==> config.mk <==
export PLATFORM = sky130hd
export DESIGN_NAME = flow_snapshot_ctrl
export DESIGN_NICKNAME = d
export VERILOG_FILES = /design/src/rtl/flow_snapshot_ctrl.sv
export SDC_FILE = /design/constraint.sdc
export NUM_CORES = 1
export LEC_CHECK = 0
export ABC_AREA = 1
export BUFFER_PORTS_ARGS = -buffer_cell sky130_fd_sc_hd__clkbuf_2
export CAP_MARGIN = 25
export CORE_MARGIN = 2
export CORE_UTILIZATION = 35
export DETAILED_ROUTE_END_ITERATION = 10
export GPL_TIMING_DRIVEN = 0
export MAX_ROUTING_LAYER = met4
export PLACE_DENSITY = 0.51
export SLEW_MARGIN = 10
export SYNTH_ARGS = -nofsm -noshare
export SYNTH_HDL_FRONTEND = slang
export SYNTH_SLANG_ARGS = --single-unit
==> constraint.sdc <==
create_clock -name clk -period 2.28 [get_ports clk]
set_input_delay 0 -clock clk [delete_from_list [all_inputs] [get_ports clk]]
set_output_delay 0 -clock clk [all_outputs]
set_load 0.01 [all_outputs]
==> src/rtl/flow_snapshot_ctrl.sv <==
// Capture controller for the parser status CSR window: arms, freezes and releases a parser-result snapshot.
// Build option: define FLOW_SNAP_IRQ_EN to implement CTRL.IRQ_EN and a level irq while the snapshot is held.
module flow_snapshot_ctrl #(
  parameter int DROP_W = 16,
  parameter int CAP_W  = 32
) (
  input  logic         clk,
  input  logic         rst,
  input  logic         pr_valid,
  input  logic [47:0]  pr_dst_mac,
  input  logic [47:0]  pr_src_mac,
  input  logic [15:0]  pr_eth_type,
  input  logic [31:0]  pr_src_ip,
  input  logic [31:0]  pr_dst_ip,
  input  logic [7:0]   pr_protocol,
  input  logic [15:0]  pr_src_port,
  input  logic [15:0]  pr_dst_port,
  input  logic [127:0] pr_flow_key,
  input  logic         csr_wr_en,
  input  logic         csr_rd_en,
  input  logic [3:0]   csr_addr,
  input  logic [31:0]  csr_wdata,
  output logic [31:0]  csr_rdata,
  output logic         csr_rd_valid,
  output logic         snap_held,
  output logic         irq
);

  // state | meaning
  // IDLE  | disabled, parser results ignored
  // ARMED | every pr_valid overwrites the snapshot and bumps the capture counter
  // HELD  | snapshot frozen, every pr_valid bumps the saturating drop counter
  typedef enum logic [1:0] {
    IDLE  = 2'b00,
    ARMED = 2'b01,
    HELD  = 2'b10
  } state_t;

  state_t state_q, state_d;

  logic              en_q, oneshot_q, irq_en_q;
  logic [DROP_W-1:0] drop_q;
  logic [CAP_W-1:0]  cap_q;

  logic [47:0]  dst_mac_q, src_mac_q;
  logic [15:0]  eth_type_q;
  logic [31:0]  src_ip_q, dst_ip_q;
  logic [7:0]   protocol_q;
  logic [15:0]  src_port_q, dst_port_q;
  logic [127:0] flow_key_q;

  logic        ctrl_wr, en_clear, release_wr, drop_clr_wr;
  logic        capture, drop;
  logic [31:0] rd_word;

  assign ctrl_wr     = csr_wr_en && (csr_addr == 4'h1);
  assign en_clear    = ctrl_wr && !csr_wdata[0];
  assign release_wr  = ctrl_wr && csr_wdata[2];
  assign drop_clr_wr = ctrl_wr && csr_wdata[4];

  // Drops depend only on being HELD; a simultaneous release still counts the result.
  assign drop = (state_q == HELD) && pr_valid;

  always_comb begin
    state_d = state_q;
    capture = 1'b0;
    if (en_clear) begin
      state_d = IDLE;
    end else begin
      case (state_q)
        IDLE: begin
          if (ctrl_wr) state_d = ARMED;
        end
        ARMED: begin
          if (pr_valid) begin
            capture = 1'b1;
            if (oneshot_q) state_d = HELD;
          end
        end
        HELD: begin
          if (release_wr) state_d = ARMED;
        end
        default: state_d = IDLE;
      endcase
    end
  end

  always_ff @(posedge clk) begin
    if (rst) begin
      state_q   <= IDLE;
      snap_held <= 1'b0;
      en_q      <= 1'b0;
      oneshot_q <= 1'b0;
      drop_q    <= '0;
      cap_q     <= '0;
    end else begin
      state_q   <= state_d;
      snap_held <= (state_d == HELD);
      if (ctrl_wr) begin
        en_q      <= csr_wdata[0];
        oneshot_q <= csr_wdata[1];
      end
      if (drop_clr_wr) begin
        drop_q <= '0;
      end else if (drop && (drop_q != '1)) begin
        drop_q <= drop_q + DROP_W'(1);
      end
      if (capture) cap_q <= cap_q + CAP_W'(1);
    end
  end

  always_ff @(posedge clk) begin
    if (rst) begin
      dst_mac_q  <= '0;
      src_mac_q  <= '0;
      eth_type_q <= '0;
      src_ip_q   <= '0;
      dst_ip_q   <= '0;
      protocol_q <= '0;
      src_port_q <= '0;
      dst_port_q <= '0;
      flow_key_q <= '0;
    end else if (capture) begin
      dst_mac_q  <= pr_dst_mac;
      src_mac_q  <= pr_src_mac;
      eth_type_q <= pr_eth_type;
      src_ip_q   <= pr_src_ip;
      dst_ip_q   <= pr_dst_ip;
      protocol_q <= pr_protocol;
      src_port_q <= pr_src_port;
      dst_port_q <= pr_dst_port;
      flow_key_q <= pr_flow_key;
    end
  end

`ifdef FLOW_SNAP_IRQ_EN
  logic irq_en_d;
  logic unused_wdata;

  assign irq_en_d     = ctrl_wr ? csr_wdata[3] : irq_en_q;
  assign unused_wdata = ^csr_wdata[31:5];

  // Gating with the next state/enable lets a release or IRQ_EN clear drop irq one cycle after the write.
  always_ff @(posedge clk) begin
    if (rst) begin
      irq_en_q <= 1'b0;
      irq      <= 1'b0;
    end else begin
      irq_en_q <= irq_en_d;
      irq      <= snap_held && (state_d == HELD) && irq_en_d;
    end
  end
`else
  logic unused_wdata;

  assign unused_wdata = ^{csr_wdata[31:5], csr_wdata[3]};
  assign irq_en_q     = 1'b0;
  assign irq          = 1'b0;
`endif

  always_comb begin
    rd_word = '0;
    case (csr_addr)
      4'h0: rd_word = 32'(cap_q);
      4'h1: rd_word = {16'(drop_q), 6'b0, state_q, 4'b0, irq_en_q, 1'b0, oneshot_q, en_q};
      4'h2: rd_word = dst_mac_q[31:0];
      4'h3: rd_word = {16'h0, dst_mac_q[47:32]};
      4'h4: rd_word = src_mac_q[31:0];
      4'h5: rd_word = {16'h0, src_mac_q[47:32]};
      4'h6: rd_word = {16'h0, eth_type_q};
      4'h7: rd_word = src_ip_q;
      4'h8: rd_word = dst_ip_q;
      4'h9: rd_word = {24'h0, protocol_q};
      4'hA: rd_word = (protocol_q == 8'd17) ? {src_port_q, dst_port_q} : 32'h0;
      4'hB: rd_word = (protocol_q == 8'd6) ? {src_port_q, dst_port_q} : 32'h0;
      4'hC: rd_word = flow_key_q[31:0];
      4'hD: rd_word = flow_key_q[63:32];
      4'hE: rd_word = flow_key_q[95:64];
      4'hF: rd_word = flow_key_q[127:96];
      default: rd_word = '0;
    endcase
  end

  always_ff @(posedge clk) begin
    if (rst) begin
      csr_rdata    <= '0;
      csr_rd_valid <= 1'b0;
    end else begin
      csr_rd_valid <= csr_rd_en;
      if (csr_rd_en) csr_rdata <= rd_word;
    end
  end

endmodule
Word level (Yosys, flattened, before mapping) --
Cells that the tools add are included.
Storage, ports and cells: output and inout bits 35, flip-flop bits (word level) 430
Operators by class: mux-type cells 12, add/subtract/negate cells 2, reduce and logical (&&, ||, !) cells 10, equality and inequality tests 21
Operator list (number):
- 32-bit one-hot mux with 16 select lines | 1
- 32-bit two-way mux | 2
- 32-bit by 1-bit adder with 32-bit output (second input constant) | 1
- 4-bit equality test (second input constant) | 8
- 16-bit by 1-bit adder with 16-bit output (second input constant) | 1
- 4-bit by 3-bit equality test with 1-bit output (second input constant) | 4
- 16-bit != test (second input constant) | 1
- 2-bit two-way mux | 5
- 4-bit by 2-bit equality test with 1-bit output (second input constant) | 2
- 8-bit by 3-bit equality test with 1-bit output (second input constant) | 1
- 8-bit by 5-bit equality test with 1-bit output (second input constant) | 1
- 1-bit logical AND | 6
- 2-bit one-hot mux with 3 select lines | 1
- 2-bit equality test (second input constant) | 2
- 4-bit by 1-bit equality test with 1-bit output (second input constant) | 1
- 4-bit zero test | 1
- 1-bit two-way mux | 3
- 2-bit by 1-bit equality test with 1-bit output (second input constant) | 1
- 2-bit zero test | 1
- 2-bit OR reduction | 1
- 1-bit zero test | 1

Depth between registers and ports, before layout --
Gate-level depths: netlist of run 1.
word-level depth 7, gate-level depth with buffers 12, gate-level depth less buffers 12

Worst setup path after synthesis of run 1 --
OpenSTA, ideal clock, no wires.
kind reg2reg, from register drop_q[0], to register drop_q[13], stages on the path, launching flop included 10, data arrival time 1509 ps, path slack 639 ps, data required time 2148 ps, path buffers 1, clock period less this slack 1641 ps, cell sequence dfxtp_1 ha_1 nand3_1 nor2_1 nand3_1 nand2_1 inv_1 clkbuf_1 nand2_1 a21oi_1
On the way: word-level cells in the longest chain between the ends 2, elaborated cells on any way between the ends 3
RTL lines:
- start: declaration | RTL line 42 | logic [DROP_W-1:0] drop_q;
- start signal: assignment | RTL line 106 | drop_q <= drop_q + DROP_W'(1);
- branches (longest 2 deep; another with 16-bit by 1-bit adder with 16-bit output)
Several ways; the timed one is not identified. A chain may end at the register's enable or synchronous reset.

Worst setup path after layout of run 1 --
from register state_q[1], to register dst_ip_q[14]
On the way: word-level cells in the longest chain between the ends 3
RTL lines:
- start: declaration | RTL line 39 | state_t state_q, state_d;
- start signal: assignment | RTL line 97 | state_q <= state_d;
- 2-bit by 1-bit equality test with 1-bit output | RTL line 70 | case (state_q)
- 1-bit two-way mux | RTL line 70
- 1-bit two-way mux | RTL line 67 | if (en_clear) begin
- end signal: assignment | RTL line 128 | dst_ip_q <= pr_dst_ip;
- end: declaration | RTL line 47 | logic [31:0] src_ip_q, dst_ip_q;
Every way passes these cells.

==> impl_metrics.csv, run 1 <==
group,metric,value,unit
power_and_ir_drop,max-vdd-ir-drop,489.0,uV
setup_path,worst_ep_arrival_time,2620,ps
final_layout,fin_cells,4543,
detailed_routing,ant_nets,0,
grt,grt_use_total,36.15,%
floorplanning,initial_core_util,35.34,%
placement,place_ws,-468.7,ps
logic_synthesis,synth_top_area_cell,"dfxtp_1",
floorplanning,ios,420,
floorplanning,die_x,239.6,um
grt,overflow,0,
final_layout,area_growth,42.15,%
logic_synthesis,yosys_most_used_dff,"dfxtp_1",
detailed_routing,viasPerCell,5.157,
setup_path,rr_endpoint,"dst_ip_q[14]",
final_layout,fillers,5546,
power_and_ir_drop,power_density,647.4,nW/um^2
setup_path,endpoint_kind,"flip-flop",
floorplanning,core-area,54990,sq um
timing,worst_slew_pin_slew,1098,ps
logic_synthesis,synthesis.nets,3338,
detailed_routing,drc_errors,0,
run,maxCapViolations,0,
power_and_ir_drop,p_leak,11.71,nW
setup_path,path_max_fanout,10,
clock_tree,path_clk_slew,60,ps
logic_synthesis,synth.distinct_cells,31,
logic_synthesis,syn_area_per_cell,6.584,sq um
detailed_routing,routed_wl,103.5,mm
logic_synthesis,synth-seq-area-share,44.30,%
floorplanning,dieArea,57420,sq um
logic_synthesis,synth_warnings,0,
detailed_routing,wire_per_inst,22.79,um
floorplanning,core.rowCount,86,
final_layout,drive_gt1_share,15.66,%
placement,place.gp.congestion,0.9987,
timing,min_period_over_period,94.60,%
placement,dp_hpwl,80.21,mm
detailed_routing,dr.pass1.iters,6,
clock_tree,cts-root-buf,"clkbuf_16",
setup_path,crit_type,"reg2reg",
setup_path,crit_start,"state_q[1]",
timing,maxSlewHeadroom,26.79,%
final_layout,final_util,50.23,%
grt,antenna_found_initial,4,
status,status,"finished clean",
grt,grt_max_degree,14,
logic_synthesis,synth_area_leaders,"dfxtp_1 (44%), nor2_1 (16%), nand2_1 (11%)",
clock_tree,clkSinkCount,430,
logic_synthesis,yosys_register_bits,430,
floorplanning,die_y,239.6,um
setup_path,critPathRequiredTime,2750,ps
logic_synthesis,synthCells,2951,
detailed_routing,drtIter0Drc,2312,
final_layout,final_common_cell,"nor2_1",
grt,grt_pass1_vias,22300,
min_path,hold_class,"in2reg",
logic_synthesis,yosysTopAreaCellShare,44.30,%
clock_tree,cts_buffer_depth,3,
clock_tree,insertion_delay,600,ps
timing,min_period,2157,ps
logic_synthesis,async_reset_ff_share,0,%
clock_tree,htree_levels,2,
grt,grt_pass1_wl,145.0,mm
setup_path,rrSetupSlack,120,ps
timing,fmax,463.6,MHz
logic_synthesis,synth_edf_count,0,
timing,finClkSkew,13.76,ps
clock_tree,cts_tree,"built",
timing,hold_viol,0,
detailed_routing,num_vias,23430,
final_layout,finalNetCount,4138,
logic_synthesis,synth_area,19430,sq um
timing,finalMaxSlewViolations,0,
setup_path,worstSetupEndpoint,"dst_ip_q[14]",
setup_path,r2r_cells,8,
timing,timing.final.ws_setup,123.2,ps
clock_tree,numCtsBuffers,50,
placement,io_buffer_count,390,
placement,dp_cells,4091,
setup_path,rr_startpoint,"state_q[1]",
timing,rsz0062_at_grt,"no",
setup_path,worstSetupStartpointType,"flip-flop",
timing,setup_viol,0,
final_layout,final_cell_mix,"nor2_1 (810), nand2_1 (550), dfxtp_1 (429)",
final_layout,final_area,27620,sq um
placement,placed_area,22340,sq um
timing,setup_tns,0,ps
-- Yosys cell counts, types with 11 or more instances --
cell type and instances:
a21oi_1 103, buf_2 83, clkbuf_1 95, dfxtp_1 430, inv_1 136, nand2_1 551, nand3_1 193, nand4_1 55
nor2_1 812, nor3_1 31, o21ai_0 358, o21ai_1 46, xor2_1 11
-- report_power, final --
group | switching (mW) | internal (mW) | leakage (nW)
registers | 0.0767 | 7.62 | 3.47
logic | 1.04 | 0.848 | 7.42
clock network | 3.49 | 4.81 | 0.826
-- cells by family after synthesis --
logic type / after synthesis / share of synthesized area, %
AO/OA/AOI/OAI: 510 / 13.16
adder cells (fa/ha/maj): 2 / 0.1288
XOR/XNOR: 15 / 0.6761
flip-flops: 430 / 44.30
other: 1 / 0.01930
buffers and inverters: 334 / 7.161
AND/OR/NAND/NOR: 1659 / 34.55
-- area by class of cell --
type	count	area (sq um)	area share (%)
buffer	191	864.6	3.130
clock inverter	25	227.7	0.8245
tap	748	935.9	3.388
inverter	142	535.5	1.939
multi-input combinational	2187	9442	34.18
sequential	430	8610	31.17
antenna	3	7.507	0.02718
clock buffer	68	1450	5.250
timing repair buffer	749	5548	20.09
-- sequential cells by signal, summed over array words and instances, names as in the netlist, 2 cells and up --
name        count
cap_q          32
state_q         2
dst_port_q     16
csr_rdata      32
src_ip_q       32
eth_type_q     16
dst_mac_q      48
dst_ip_q       32
src_port_q     16
protocol_q      8
drop_q         16
src_mac_q      48
flow_key_q    128
-- critical path, cell delays in order, from the launching register on --
cell and delay, ps:
dfxtp_1 360, inv_1 120, nand2_1 90, nor2_1 180, nand2_4 170, buf_4 240
buf_2 200, o21ai_0 560, nor2_1 70
-- per-stage QoR --
| step | power (mW) | hold WS, ps |
|---|---|---|
| 2_1_floorplan | 8.419 | 146.4 |
| 3_3_place_gp | 9.192 | 248.2 |
| 3_5_place_dp | 9.209 | 254.4 |
| 4_1_cts | 17.89 | 24.11 |
| 5_1_grt | 18.36 | 92.30 |
| 6_report | 17.88 | 53.90 |
-- repair_timing --
| action | 4_1_cts | 5_1_grt |
|---|---|---|
| hold buffers | 357 | 0 |
| endpoints found under the setup margin | 11 | 14 |
| gates cloned | 0 | 0 |
| buffers inserted | 0 | 0 |
| resized for setup | 5 | 9 |
| hold endpoints to repair | 358 | 0 |
-- routing by layer --
layer	share of wire [%]	global-route usage, %	vias up
met2	45	57.37	1100
met3	7.4	4.518	182
met1	44	47.52	11040
met4	3.5	12.27	0
met5	0	-	-
li1	-	-	11110
-- worst min-delay path by stage --
stage / from / endpoint / cells past startpoint
3_5_place_dp: pr_flow_key[94] / flow_key_q[94] / 3
5_1_grt: rst / cap_q[23] / 3
4_1_cts: rst / cap_q[23] / 3
6_report: rst / cap_q[31] / 3
2_1_floorplan: pr_flow_key[87] / flow_key_q[87] / 2
3_3_place_gp: pr_flow_key[105] / flow_key_q[105] / 3
No activity file was read; power rests on OpenSTA's default activity.
==> run 2, diff against run 1 <==
--- a/config.mk
+++ b/config.mk
@@ -9,11 +9,11 @@
 export BUFFER_PORTS_ARGS = -buffer_cell sky130_fd_sc_hd__clkbuf_2
 export CAP_MARGIN = 25
 export CORE_MARGIN = 2
-export CORE_UTILIZATION = 35
+export CORE_UTILIZATION = 45
 export DETAILED_ROUTE_END_ITERATION = 10
 export GPL_TIMING_DRIVEN = 0
 export MAX_ROUTING_LAYER = met4
-export PLACE_DENSITY = 0.51
+export PLACE_DENSITY = 0.64
 export SLEW_MARGIN = 10
 export SYNTH_ARGS = -nofsm -noshare
 export SYNTH_HDL_FRONTEND = slang
==> run 2 against run 1 <==
  * Sequential share of layout area up 0.37 points
  * Clock power down 4.7%
  * Via count up 6.6%
  * Critical path depth down 2
  * Count of clock-buffer cells in the layout down 2
  * Critical endpoint is now dst_ip_q[29]
  * First-iteration DRC count up 43%
  * Cell area down 1.2%
  * Hold slack better by 7.9 ps
  * Wire length up 0.38%
  * Final cell count down 3.7%
==> impl_metrics.csv, run 2 (same netlist as run 1, synthesis figures left out) <==
group,metric,value,unit
min_path,hp-start,"csr_addr[1]",
clock_tree,cts-root-buf,"clkbuf_16",
detailed_routing,num_vias,24980,
setup_path,critPathRequiredTime,2810,ps
timing,maxSlewHeadroom,25.43,%
final_layout,drive_gt1_share,15.11,%
power_and_ir_drop,pwr-share-comb,11.0,%
timing,fmax,451.6,MHz
final_layout,final_cell_mix,"nor2_1 (810), nand2_1 (551), dfxtp_1 (429)",
floorplanning,die_y,211.8,um
floorplanning,core.rowCount,76,
timing,rsz0062_at_grt,"no",
grt,antenna_found_initial,10,
clock_tree,htree_levels,2,
clock_tree,cts_tree,"built",
power_and_ir_drop,max-vdd-ir-drop,454.4,uV
floorplanning,core-area,42890,sq um
final_layout,largest_registers,"flow_key_q (128), dst_mac_q (48), src_mac_q (48)",
timing,finalMaxSlewViolations,0,
timing,hold_viol,0,
timing,min_period,2214,ps
final_layout,largest_register_ff_count,128,
final_layout,seq_area,8610,sq um
placement,place.gp.congestion,1.030,
clock_tree,cts_setup_buffers,0,
clock_tree,clkSinkCount,430,
grt,grt_max_degree,14,
final_layout,multi_input_area,9435,sq um
timing,min_period_over_period,97.12,%
floorplanning,ios,420,
clock_tree,insertion_delay,600,ps
timing,setup_viol,0,
setup_path,crit_start,"rst",
grt,grt_pass1_wl,148.1,mm
floorplanning,initial_core_util,45.31,%
placement,dp_hpwl,74.31,mm
power_and_ir_drop,p_leak,11.62,nW
final_layout,fillers,3738,
floorplanning,dieArea,44860,sq um
power_and_ir_drop,clockPowerShare,45.1,%
final_layout,finalNetCount,4134,
final_layout,top_register,"flow_key_q",
grt,grt_use_total,46.86,%
power_and_ir_drop,power_density,642.8,nW/um^2
power_and_ir_drop,switchingPower,4.468,mW
power_and_ir_drop,switching_share,25.47,%
detailed_routing,routed_wl,103.9,mm
clock_tree,cts_buffer_depth,3,
status,status,"finished clean",
setup_path,crit_type,"in2reg",
timing,setup_tns,0,ps
grt,grt_pass1_vias,23760,
grt,overflow,0,
power_and_ir_drop,p_int,13.08,mW
timing,finClkSkew,16.63,ps
detailed_routing,ant_nets,0,
detailed_routing,drtIter0Drc,3302,
placement,io_buffer_count,390,
power_and_ir_drop,seqPwrFrac,43.9,%
final_layout,final_common_cell,"nor2_1",
timing,holdWs,61.79,ps
setup_path,worst_ep_arrival_time,2740,ps
setup_path,rr_startpoint,"state_q[1]",
setup_path,path_max_fanout,15,
detailed_routing,drc_errors,0,
detailed_routing,dr.pass1.iters,8,
detailed_routing,wire_per_inst,23.74,um
clock_tree,path_clk_slew,60,ps
min_path,hold_class,"in2reg",
final_layout,area_growth,40.47,%
clock_tree,numCtsBuffers,47,
setup_path,endpoint_kind,"flip-flop",
timing,worst_slew_pin_slew,1114,ps
detailed_routing,viasPerCell,5.708,
floorplanning,die_x,211.8,um
setup_path,worstSetupStartpointType,"input pin",
run,maxCapViolations,0,
[run 2: critical path, cell delays in order]
cell      delay (ps)
clkbuf_2          90
clkinv_1         420
clkbuf_1         840
clkbuf_1         790
o21ai_0          410
nor2_1           160
[run 2: final cells by class]
type | instances | share of cell area, %
Multi-Input combinational cell | 2187 | 34.57
Sequential cell | 430 | 31.55
Timing Repair Buffer | 748 | 20.28
Clock buffer | 66 | 4.827
Buffer | 191 | 3.154
Tap cell | 585 | 2.682
Inverter | 142 | 1.962
Clock inverter | 16 | 0.8665
Antenna cell | 12 | 0.1100
[run 2: path summary, 6_finish.rpt]
| path | end | slack, ps | depth (start not counted) |
|---|---|---|---|
| min reg2reg | flow_key_q[81] | 460 | 2 |
| min | en_q | 60 | 6 |
| max reg2reg | dst_mac_q[42] | 100 | 8 |
| max | dst_ip_q[29] | 70 | 6 |
[run 2: per-layer routing]
metal	global-route usage [%]	routed length (um)
met1	58.76	40200
met3	9.227	11570
met5	-	0
met4	27.54	6955
met2	70.17	45210
[run 2: stage by stage]
step,std cells,total power [mW],util [%],area [sq um],setup WS (ps)
2_1_floorplan,2951,8.419,-,19430,639.1
5_1_grt,4375,17.93,63.63,27290,1.325
6_report,4377,17.54,63.64,27290,65.56
3_3_place_gp,3926,9.150,51.56,22110,-164.6
4_1_cts,4366,17.38,63.55,27250,38.36
3_5_place_dp,3926,9.168,51.56,22110,-158.3
[run 2: power groups by stage]
| stage | sequential (mW) | combinational (mW) | clock [mW] |
|---|---|---|---|
| detailed placement | 7.86 | 1.31 | 0 |
| finish | 7.69 | 1.94 | 7.91 |
| global route | 7.70 | 2.02 | 8.21 |
| floorplan | 7.83 | 0.586 | 0 |
| CTS | 7.69 | 1.80 | 7.89 |
| global placement | 7.85 | 1.30 | 0 |
[run 2: what timing repair did]
item | 4_1_cts | 5_1_grt
resized for setup | 2 | 8
setup endpoints to repair | 10 | 27
hold endpoints to repair | 362 | 0
hold buffers | 358 | 0
==> run 3, diff against run 2 <==
--- a/config.mk
+++ b/config.mk
@@ -13,7 +13,7 @@
 export DETAILED_ROUTE_END_ITERATION = 10
 export GPL_TIMING_DRIVEN = 0
 export MAX_ROUTING_LAYER = met4
-export PLACE_DENSITY = 0.64
+export PLACE_DENSITY = 0.71
 export SLEW_MARGIN = 10
 export SYNTH_ARGS = -nofsm -noshare
 export SYNTH_HDL_FRONTEND = slang
==> run 3 against run 2 <==
  * Global-route usage shrank 3.4 points
  * Sequential power is essentially flat
  * Clock power grew 4.3%
  * Power increased by 1.7%
  * Largest power group unchanged
==> impl_metrics.csv, run 3 (same netlist as run 1, synthesis figures left out) <==
group,metric,value,unit
floorplanning,initial_core_util,45.31,%
power_and_ir_drop,total_power,17.84,mW
clock_tree,clkSinkCount,430,
floorplanning,dieArea,44860,sq um
grt,antenna_found_initial,5,
grt,grtUsageMet1,54.54,%
grt,busiest_layer,"met2",
clock_tree,cts_buffer_depth,3,
final_layout,final_cell_mix,"nor2_1 (810), nand2_1 (551), dfxtp_1 (429)",
timing,fmax,470.1,MHz
run,maxCapViolations,0,
final_layout,final_area,27370,sq um
final_layout,largest_registers,"flow_key_q (128), dst_mac_q (48), src_mac_q (48)",
grt,overflow,0,
placement,place.gp.congestion,1.038,
timing,setup_viol,0,
placement,io_buffer_count,390,
placement,dp_hpwl,69.54,mm
power_and_ir_drop,seqPwrFrac,43.2,%
final_layout,drive_gt1_share,15.24,%
setup_path,rr_endpoint,"drop_q[14]",
setup_path,path_delay_family,"simple AND/OR/NAND/NOR gates",
floorplanning,core.rowCount,76,
final_layout,fillers,3884,
setup_path,endpoint_kind,"flip-flop",
timing,min_period,2127,ps
detailed_routing,viasPerCell,5.568,
power_and_ir_drop,p_leak,11.69,nW
power_and_ir_drop,pwr-share-comb,10.6,%
timing,min_period_over_period,93.30,%
detailed_routing,ant_nets,0,
setup_path,cp.depth,9,
min_path,hold_class,"in2reg",
setup_path,crit_slowest_cell,"dfxtp_1",
detailed_routing,num_vias,24360,
min_path,whs_endpoint,"en_q",
power_and_ir_drop,switching_share,24.82,%
detailed_routing,routed_wl,97.19,mm
clock_tree,cts_tree,"built",
detailed_routing,wire_per_inst,22.21,um
setup_path,worstSetupStartpointType,"flip-flop",
power_and_ir_drop,power_density,651.6,nW/um^2
floorplanning,core-area,42890,sq um
min_path,min_path_cells,6,
setup_path,slowest_delay,440,ps
timing,hold_viol,0,
final_layout,finalNetCount,4135,
setup_path,worst_ep_arrival_time,2580,ps
final_layout,area_growth,40.88,%
detailed_routing,drtIter0Drc,3185,
clock_tree,cts-root-buf,"clkbuf_16",
setup_path,rrSetupSlack,150,ps
timing,finalMaxSlewViolations,0,
power_and_ir_drop,clockPowerShare,46.3,%
grt,gr-usage-met3,7.877,%
status,status,"finished clean",
timing,finClkSkew,22.08,ps
setup_path,path_max_fanout,10,
floorplanning,ios,420,
power_and_ir_drop,max-vdd-ir-drop,569.3,uV
grt,grt_use_total,43.45,%
setup_path,cp_cell_sequence,"ha_1 > nand3_1 > nor2_2 > nand3_1 > nand2_1 > inv_1 > clkbuf_2 > nand2_1 > a21oi_1",
final_layout,final_util,63.83,%
timing,maxSlewHeadroom,26.19,%
min_path,hp-start,"csr_addr[1]",
setup_path,crit_type,"reg2reg",
floorplanning,die_y,211.8,um
clock_tree,numCtsBuffers,47,
clock_tree,htree_levels,2,
final_layout,largest_register_ff_count,128,
grt,grt_pass1_wl,138.4,mm
grt,grt_pass1_vias,22820,
timing,rsz0062_at_grt,"no",
setup_path,cp_num_buf_inv,2,
detailed_routing,drc_errors,0,
final_layout,final_common_cell,"nor2_1",
timing,setup_tns,0,ps
placement,placed_area,22110,sq um
grt,use_met2,65.04,%
setup_path,rr_startpoint,"drop_q[1]",
power_and_ir_drop,switchingPower,4.426,mW
detailed_routing,dr.pass1.iters,6,
grt,grt_max_degree,14,
clock_tree,path_clk_slew,60,ps
final_layout,top_register,"flow_key_q",
floorplanning,die_x,211.8,um
setup_path,critPathRequiredTime,2730,ps
setup_path,r2r_cells,9,
timing,worst_slew_pin_slew,1107,ps
power_and_ir_drop,p_int,13.41,mW
clock_tree,insertion_delay,610,ps
[run 3: how the worst max path moves through the flow]
stage,from,to,slack (ps)
after floorplan,drop_q[0],drop_q[13],640
after global placement,csr_addr[0],csr_rdata[9],-230
after detailed placement,csr_addr[0],csr_rdata[9],-230
after CTS,drop_q[0],drop_q[13],20
after global routing,protocol_q[0],csr_rdata[15],20
final,drop_q[1],drop_q[14],150
[run 3: layout make-up]
cell class | instances | area, sq um | share of cell area (%)
clock inverter | 23 | 334.1 | 1.220
tap | 585 | 732.0 | 2.674
multi-input combinational | 2187 | 9439 | 34.48
antenna | 6 | 15.01 | 0.05485
buffer | 191 | 854.6 | 3.122
inverter | 142 | 535.5 | 1.956
sequential | 430 | 8610 | 31.45
timing repair buffer | 749 | 5545 | 20.26
clock buffer | 63 | 1308 | 4.777
[run 3: worst register-to-register path: stages (launching register included)]
cell and delay (ps):
dfxtp_1 440, ha_1 260, nand3_1 150, nor2_2 220, nand3_1 90, nand2_1 210
inv_1 180, clkbuf_2 260, nand2_1 120, a21oi_1 60
[run 3: power by group through the flow]
stage	Clock, mW	Combinational [mW]	Sequential (mW)
after floorplan	0	0.586	7.83
after global routing	8.53	1.98	7.70
after detailed placement	0	1.29	7.86
final	8.25	1.89	7.70
after global placement	0	1.29	7.85
after CTS	8.22	1.77	7.69
[run 3: per-stage QoR]
step / instances / hold slack, ps / worst slack [ps]
after floorplan: 2951 / 146.4 / 639.1
after global placement: 3926 / 235.2 / -225.3
after detailed placement: 3926 / 242.0 / -227.2
after CTS: 4371 / 43.86 / 16.55
after global routing: 4376 / 120.6 / 17.74
final: 4376 / 84.15 / 152.7
[run 3: repair_timing]
action / CTS / global route
hold buffers: 359 / 0
resized for setup: 1 / 7
buffers inserted: 0 / 0
hold endpoints to repair: 362 / 0
endpoints found under the setup margin: 1 / 12
pin swaps: 0 / 0
[run 3: metal layers]
layer | vias up | wire (um)
met5 | - | 0
met4 | 0 | 6688
met3 | 396 | 10780
met2 | 1768 | 41420
met1 | 11100 | 38300
li1 | 11100 | -
